File: config.mk
export PLATFORM = sky130hd
export DESIGN_NAME = spart_rx_fifo
export DESIGN_NICKNAME = d
export VERILOG_FILES = /design/src/rtl/spart_rx_fifo.sv
export SDC_FILE = /design/constraint.sdc
export NUM_CORES = 1
export LEC_CHECK = 0
export CORE_ASPECT_RATIO = 0.8
export CORE_MARGIN = 1.5
export CORE_UTILIZATION = 64
export CTS_BUF_LIST = sky130_fd_sc_hd__clkbuf_4 sky130_fd_sc_hd__clkbuf_8
export DETAILED_ROUTE_END_ITERATION = 8
export PLACE_DENSITY = 0.92
export SKIP_LAST_GASP = 1
export SYNTH_ARGS = -nofsm -noshare
export SYNTH_HDL_FRONTEND = slang
export SYNTH_SLANG_ARGS = --single-unit
File: constraint.sdc
create_clock -name clk -period 4.13 [get_ports clk]
set_input_delay 0.826 -clock clk [delete_from_list [all_inputs] [get_ports clk]]
set_output_delay 0.826 -clock clk [all_outputs]
set_load 0.1 [all_outputs]
File: src/rtl/spart_rx_fifo.sv
// Receive-side FIFO for the SPART: captures one byte per rda handshake into an
// 8-deep first-word-fall-through buffer and exposes it to the processor.
module spart_rx_fifo (
    input  logic       clk,
    input  logic       rst,
    input  logic [7:0] rx_data,
    input  logic       rda,
    output logic       clr_rda,
    input  logic       rd_en,
    output logic [7:0] dout,
    output logic       empty,
    output logic       full,
    output logic [3:0] count,
    output logic       ovf,
    input  logic       clr_ovf
);

    localparam logic [1:0] IDLE     = 2'd0;
    localparam logic [1:0] ACK      = 2'd1;
    localparam logic [1:0] WAIT_LOW = 2'd2;

    logic [1:0] state_q, state_d;
    logic [2:0] wr_ptr_q, wr_ptr_d;
    logic [2:0] rd_ptr_q, rd_ptr_d;
    logic [3:0] count_q, count_d;
    logic       clr_rda_q, clr_rda_d;
    logic       ovf_q, ovf_d;
    logic [7:0] mem_q [8];

    logic       capture;
    logic       is_full;
    logic       is_empty;
    logic       push;
    logic       pop;
    logic       drop;

    // Full/empty decisions come from the registered count only.
    always_comb begin
        is_full  = (count_q == 4'd8);
        is_empty = (count_q == 4'd0);
        capture  = (state_q == IDLE) && rda;
        push     = capture && !is_full;
        drop     = capture && is_full;
        pop      = rd_en && !is_empty;
    end

    always_comb begin
        state_d   = state_q;
        clr_rda_d = 1'b0;
        case (state_q)
            IDLE: begin
                if (rda) begin
                    state_d   = ACK;
                    clr_rda_d = 1'b1;
                end
            end
            ACK:      state_d = WAIT_LOW;
            WAIT_LOW: if (!rda) state_d = IDLE;
            default:  state_d = IDLE;
        endcase
    end

    always_comb begin
        wr_ptr_d = push ? wr_ptr_q + 3'd1 : wr_ptr_q;
        rd_ptr_d = pop  ? rd_ptr_q + 3'd1 : rd_ptr_q;
        case ({push, pop})
            2'b10:   count_d = count_q + 4'd1;
            2'b01:   count_d = count_q - 4'd1;
            default: count_d = count_q;
        endcase
        // A drop in the same cycle as a clear leaves the flag set.
        if (drop)
            ovf_d = 1'b1;
        else if (clr_ovf)
            ovf_d = 1'b0;
        else
            ovf_d = ovf_q;
    end

    always_ff @(posedge clk) begin
        if (rst) begin
            state_q   <= IDLE;
            wr_ptr_q  <= 3'd0;
            rd_ptr_q  <= 3'd0;
            count_q   <= 4'd0;
            clr_rda_q <= 1'b0;
            ovf_q     <= 1'b0;
        end else begin
            state_q   <= state_d;
            wr_ptr_q  <= wr_ptr_d;
            rd_ptr_q  <= rd_ptr_d;
            count_q   <= count_d;
            clr_rda_q <= clr_rda_d;
            ovf_q     <= ovf_d;
        end
    end

    // Storage is deliberately left out of reset; only the write is blocked.
    always_ff @(posedge clk) begin
        if (push && !rst)
            mem_q[wr_ptr_q] <= rx_data;
    end

    always_comb begin
        dout    = is_empty ? 8'h00 : mem_q[rd_ptr_q];
        empty   = is_empty;
        full    = is_full;
        count   = count_q;
        clr_rda = clr_rda_q;
        ovf     = ovf_q;
    end

endmodule

==> metrics.md <==
| Metric | Value |
|---|---|
| Status | `finished clean` |
| Clk_skew | `a little over 10 ps` |
| Yosys top cell area share | `0.5838` |
| Synth Area in Compound Gates | `0.01634` |
| Crit Path Category | `register to output pin` |
| Layout area overhead | `18.24%` |
| Clock Tree Buf Depth | `2` |
| Fin cells | `298` |
| # Max-Cap Violations | `0` |
| Final Setup Violations | `0` |
| Clk network pwr share | `0.219` |
| Post-Syn Nets | `approximately 210` |
| Sequential Power Share | `0.339` |
| Hold buffer count at CTS | `0` |
| Post-Syn Area | `approximately 3300 um^2` |
| TritonRoute pass-1 iters | `4` |
| Simple-gate area share of the yosys netlist | `0.09160` |
| Placer's final routability congestion estimate | `0.7592` |
| Slew Limit Headroom | `0.3554` |
| Int Power | `between 1.5 and 2 mW` |
| Post-synthesis mux area share | `0.1479` |
| Critical path startpoint category | `register` |
| Dominant cell type by area after synthesis | `edfxtp_1` |
| Antenna Nets Post-Route | `0` |
| Postcts setup bufs | `0` |
| Ys flop type | `edfxtp_1` |
| Main combinational cell family by area after synthesis | `multiplexers` |
| Hold WS | `542.2 ps` |
| Ratio of cells with drive above 1 in the final layout | `0.2373` |
| P_leak | `roughly 1.3 nW` |
| Worst hold path type | `register to register` |
| Die W | `slightly above 80 um` |
| Register area share after synthesis | `0.6872` |
| Grt total ovfl | `0` |
| Worst Setup End Kind | `output pin` |
| # rows | `23` |
| Post-synthesis cell count | `191` |
| Post-layout minimum cycle time | `around 3200 ps` |
| Psw | `1.294 mW` |
| CTS Buf Count | `9` |
| DRT iter0 DRCs | `roughly 130` |
| ANT cells | `0` |
| Post-Synth Adder-Cell Area | `0.01900` |
| Max-slew violation count | `0` |
| Combinational power share | `0.442` |
| IO Count | `29` |
| Largest net degree at the start of global routing | `21` |
| Final TNS setup | `0 ps` |
| Synth warn | `0` |
| Synthesized flop and latch total | `about 80` |
| Layout Nets | `249` |
| Placed Instances | `roughly 280` |
| Vias in the first global route | `approximately 1.8k` |
| DR WL/cell | `approximately 20 um` |
| Maximum VDD drop | `0.0007238 V` |
| Crit-path max FO | `11` |
| IO buf count | `28` |
| Post-synth EDFFs | `64` |
| Die height | `between 60 and 70 um` |
| Avg Inst Size Synth | `~17 um^2` |
| Vias | `approximately 1.7k` |
| Worst Tran Pin Value | `between 900 and 1000 ps` |
| Starting density of the core | `0.6612` |
| Dominant cells by area after synthesis | `edfxtp_1 58%, dfxtp_1 10%, mux4_2 8.2%, mux4_1 3.2%, mux2i_1 3.0%` |
| First-pass GRT wire length | `around 9000 um` |
| Clock tree root driver cell | `clkbuf_8` |
| Synth unique cells | `34` |
| Hold violation count in the final report | `0` |
| PwrDens | `around 780 nW/um^2` |
| Unrepaired setup endpoints after global routing | `no` |
| Tcrit/Tclk final | `0.7858` |
| GR Util All Layers | `0.2296` |
| Leading cell types by count after synthesis | `64 x edfxtp_1, 23 x nor2_1, 17 x dfxtp_1` |
| Die Footprint | `approximately 5600 um^2` |
| Clk slew on worst S/H paths | `70 ps` |
| Post-route DRC | `0` |
| Most common cell in the netlist | `edfxtp_1` |
| Worst path arrival time | `around 2400 ps` |
| DP HPWL | `3705 um` |
| Htree depth | `3` |
| Post-Route WL | `a little under 6000 um` |
| Initial antenna violation count | `0` |
| Ys async rst share | `0` |
| Post_cts resized | `0` |
| CP Data Required Time | `3300 ps` |
| XOR/XNOR share of the synthesized area | `0.01862` |
| CTS tree | `done` |
| Clock latency on the worst-skew pair | `~340 ps` |
| Sink Count | `81` |
| Drt via density | `5.772` |
| Core Box Area | `roughly 5000 um^2` |
| F_max | `approximately 300 MHz` |
| Sw Ratio | `0.4276` |
cell type report:
| type | instances | area, um^2 |
|---|---|---|
| clock buffer | 10 | 131.4 |
| clock inverter | 6 | 106.4 |
| fill | 262 | 1086 |
| inverter | 1 | 3.754 |
| multi-input combinational | 100 | 978.4 |
| sequential | 81 | 2262 |
| tap | 62 | 77.57 |
| timing repair buffer | 38 | 332.8 |
per-stage QoR:
| step | setup WS, ps | util | power [mW] | cell area (um^2) |
|---|---|---|---|---|
| global route | 725.7 | 0.7819 | 3.135 | 3892 |
| detailed placement | 738.9 | 0.7341 | 2.380 | 3655 |
| finish | 884.5 | 0.7819 | 3.026 | 3892 |
| CTS | 839.9 | 0.7819 | 3.041 | 3892 |
| global placement | 805.3 | 0.7341 | 2.352 | 3655 |
| floorplan | 409.2 | - | 2.111 | 3292 |
cell families (layout without fill, tap and decap cells):
group | count (synthesis) | in the layout
compound gates | 9 | 9
xor+xnor | 7 | 7
fa+ha+maj | 5 | 5
buf+inv | 10 | 55
flops | 81 | 81
mux | 27 | 27
simple gates | 52 | 52
cell usage in the layout (no fill, tap or decap), types with 2 or more instances in the layout:
cell type / instances
a21oi_1: 5
buf_4: 19
bufinv_16: 3
clkbuf_8: 9
clkdlybuf4s50_1: 19
clkinv_1: 2
dfxtp_1: 17
edfxtp_1: 64
ha_1: 5
mux2i_1: 10
mux4_1: 4
mux4_2: 12
nand2_1: 2
nand3_1: 2
nand3b_1: 3
nor2_1: 23
nor2b_1: 8
nor3_1: 3
xor2_1: 6
final timing paths:
kind,start,slack (ps),end,cells past startpoint
max,count[0],880,empty,3
min reg2reg,rd_ptr_q[1],540,rd_ptr_q[1],2
max reg2reg,count[1],1470,count[3],7
min,rd_ptr_q[1],540,rd_ptr_q[1],2
per-layer routing:
layer | vias up | track usage | routed length [um]
met2 | 46 | 0.3862 | 2961
met3 | 12 | 0.06112 | 214
li1 | 814 | - | -
met4 | 0 | 0.1083 | 144
met5 | - | 0 | 0
met1 | 848 | 0.2872 | 2527
flip-flops by register name, indices dropped and copies added (netlist names), named ones only:
register	flops
mem_q	64
clr_rda	1
state_q	2
ovf	1
count	4
wr_ptr_q	3
rd_ptr_q	3
critical path, cell delays in order (launching register included):
cell	delay (ps)
dfxtp_1	390
nor4_2	280
buf_4	250
clkdlybuf4s50_1	1160
power groups by stage:
stage | sequential (mW) | clock (mW) | combinational [mW]
3_5_place_dp | 1.05 | 0 | 1.33
3_3_place_gp | 1.04 | 0 | 1.31
5_1_grt | 1.04 | 0.710 | 1.39
2_1_floorplan | 1.12 | 0 | 0.991
6_report | 1.03 | 0.664 | 1.34
4_1_cts | 1.03 | 0.672 | 1.34
(Power assumes the default switching activity.)
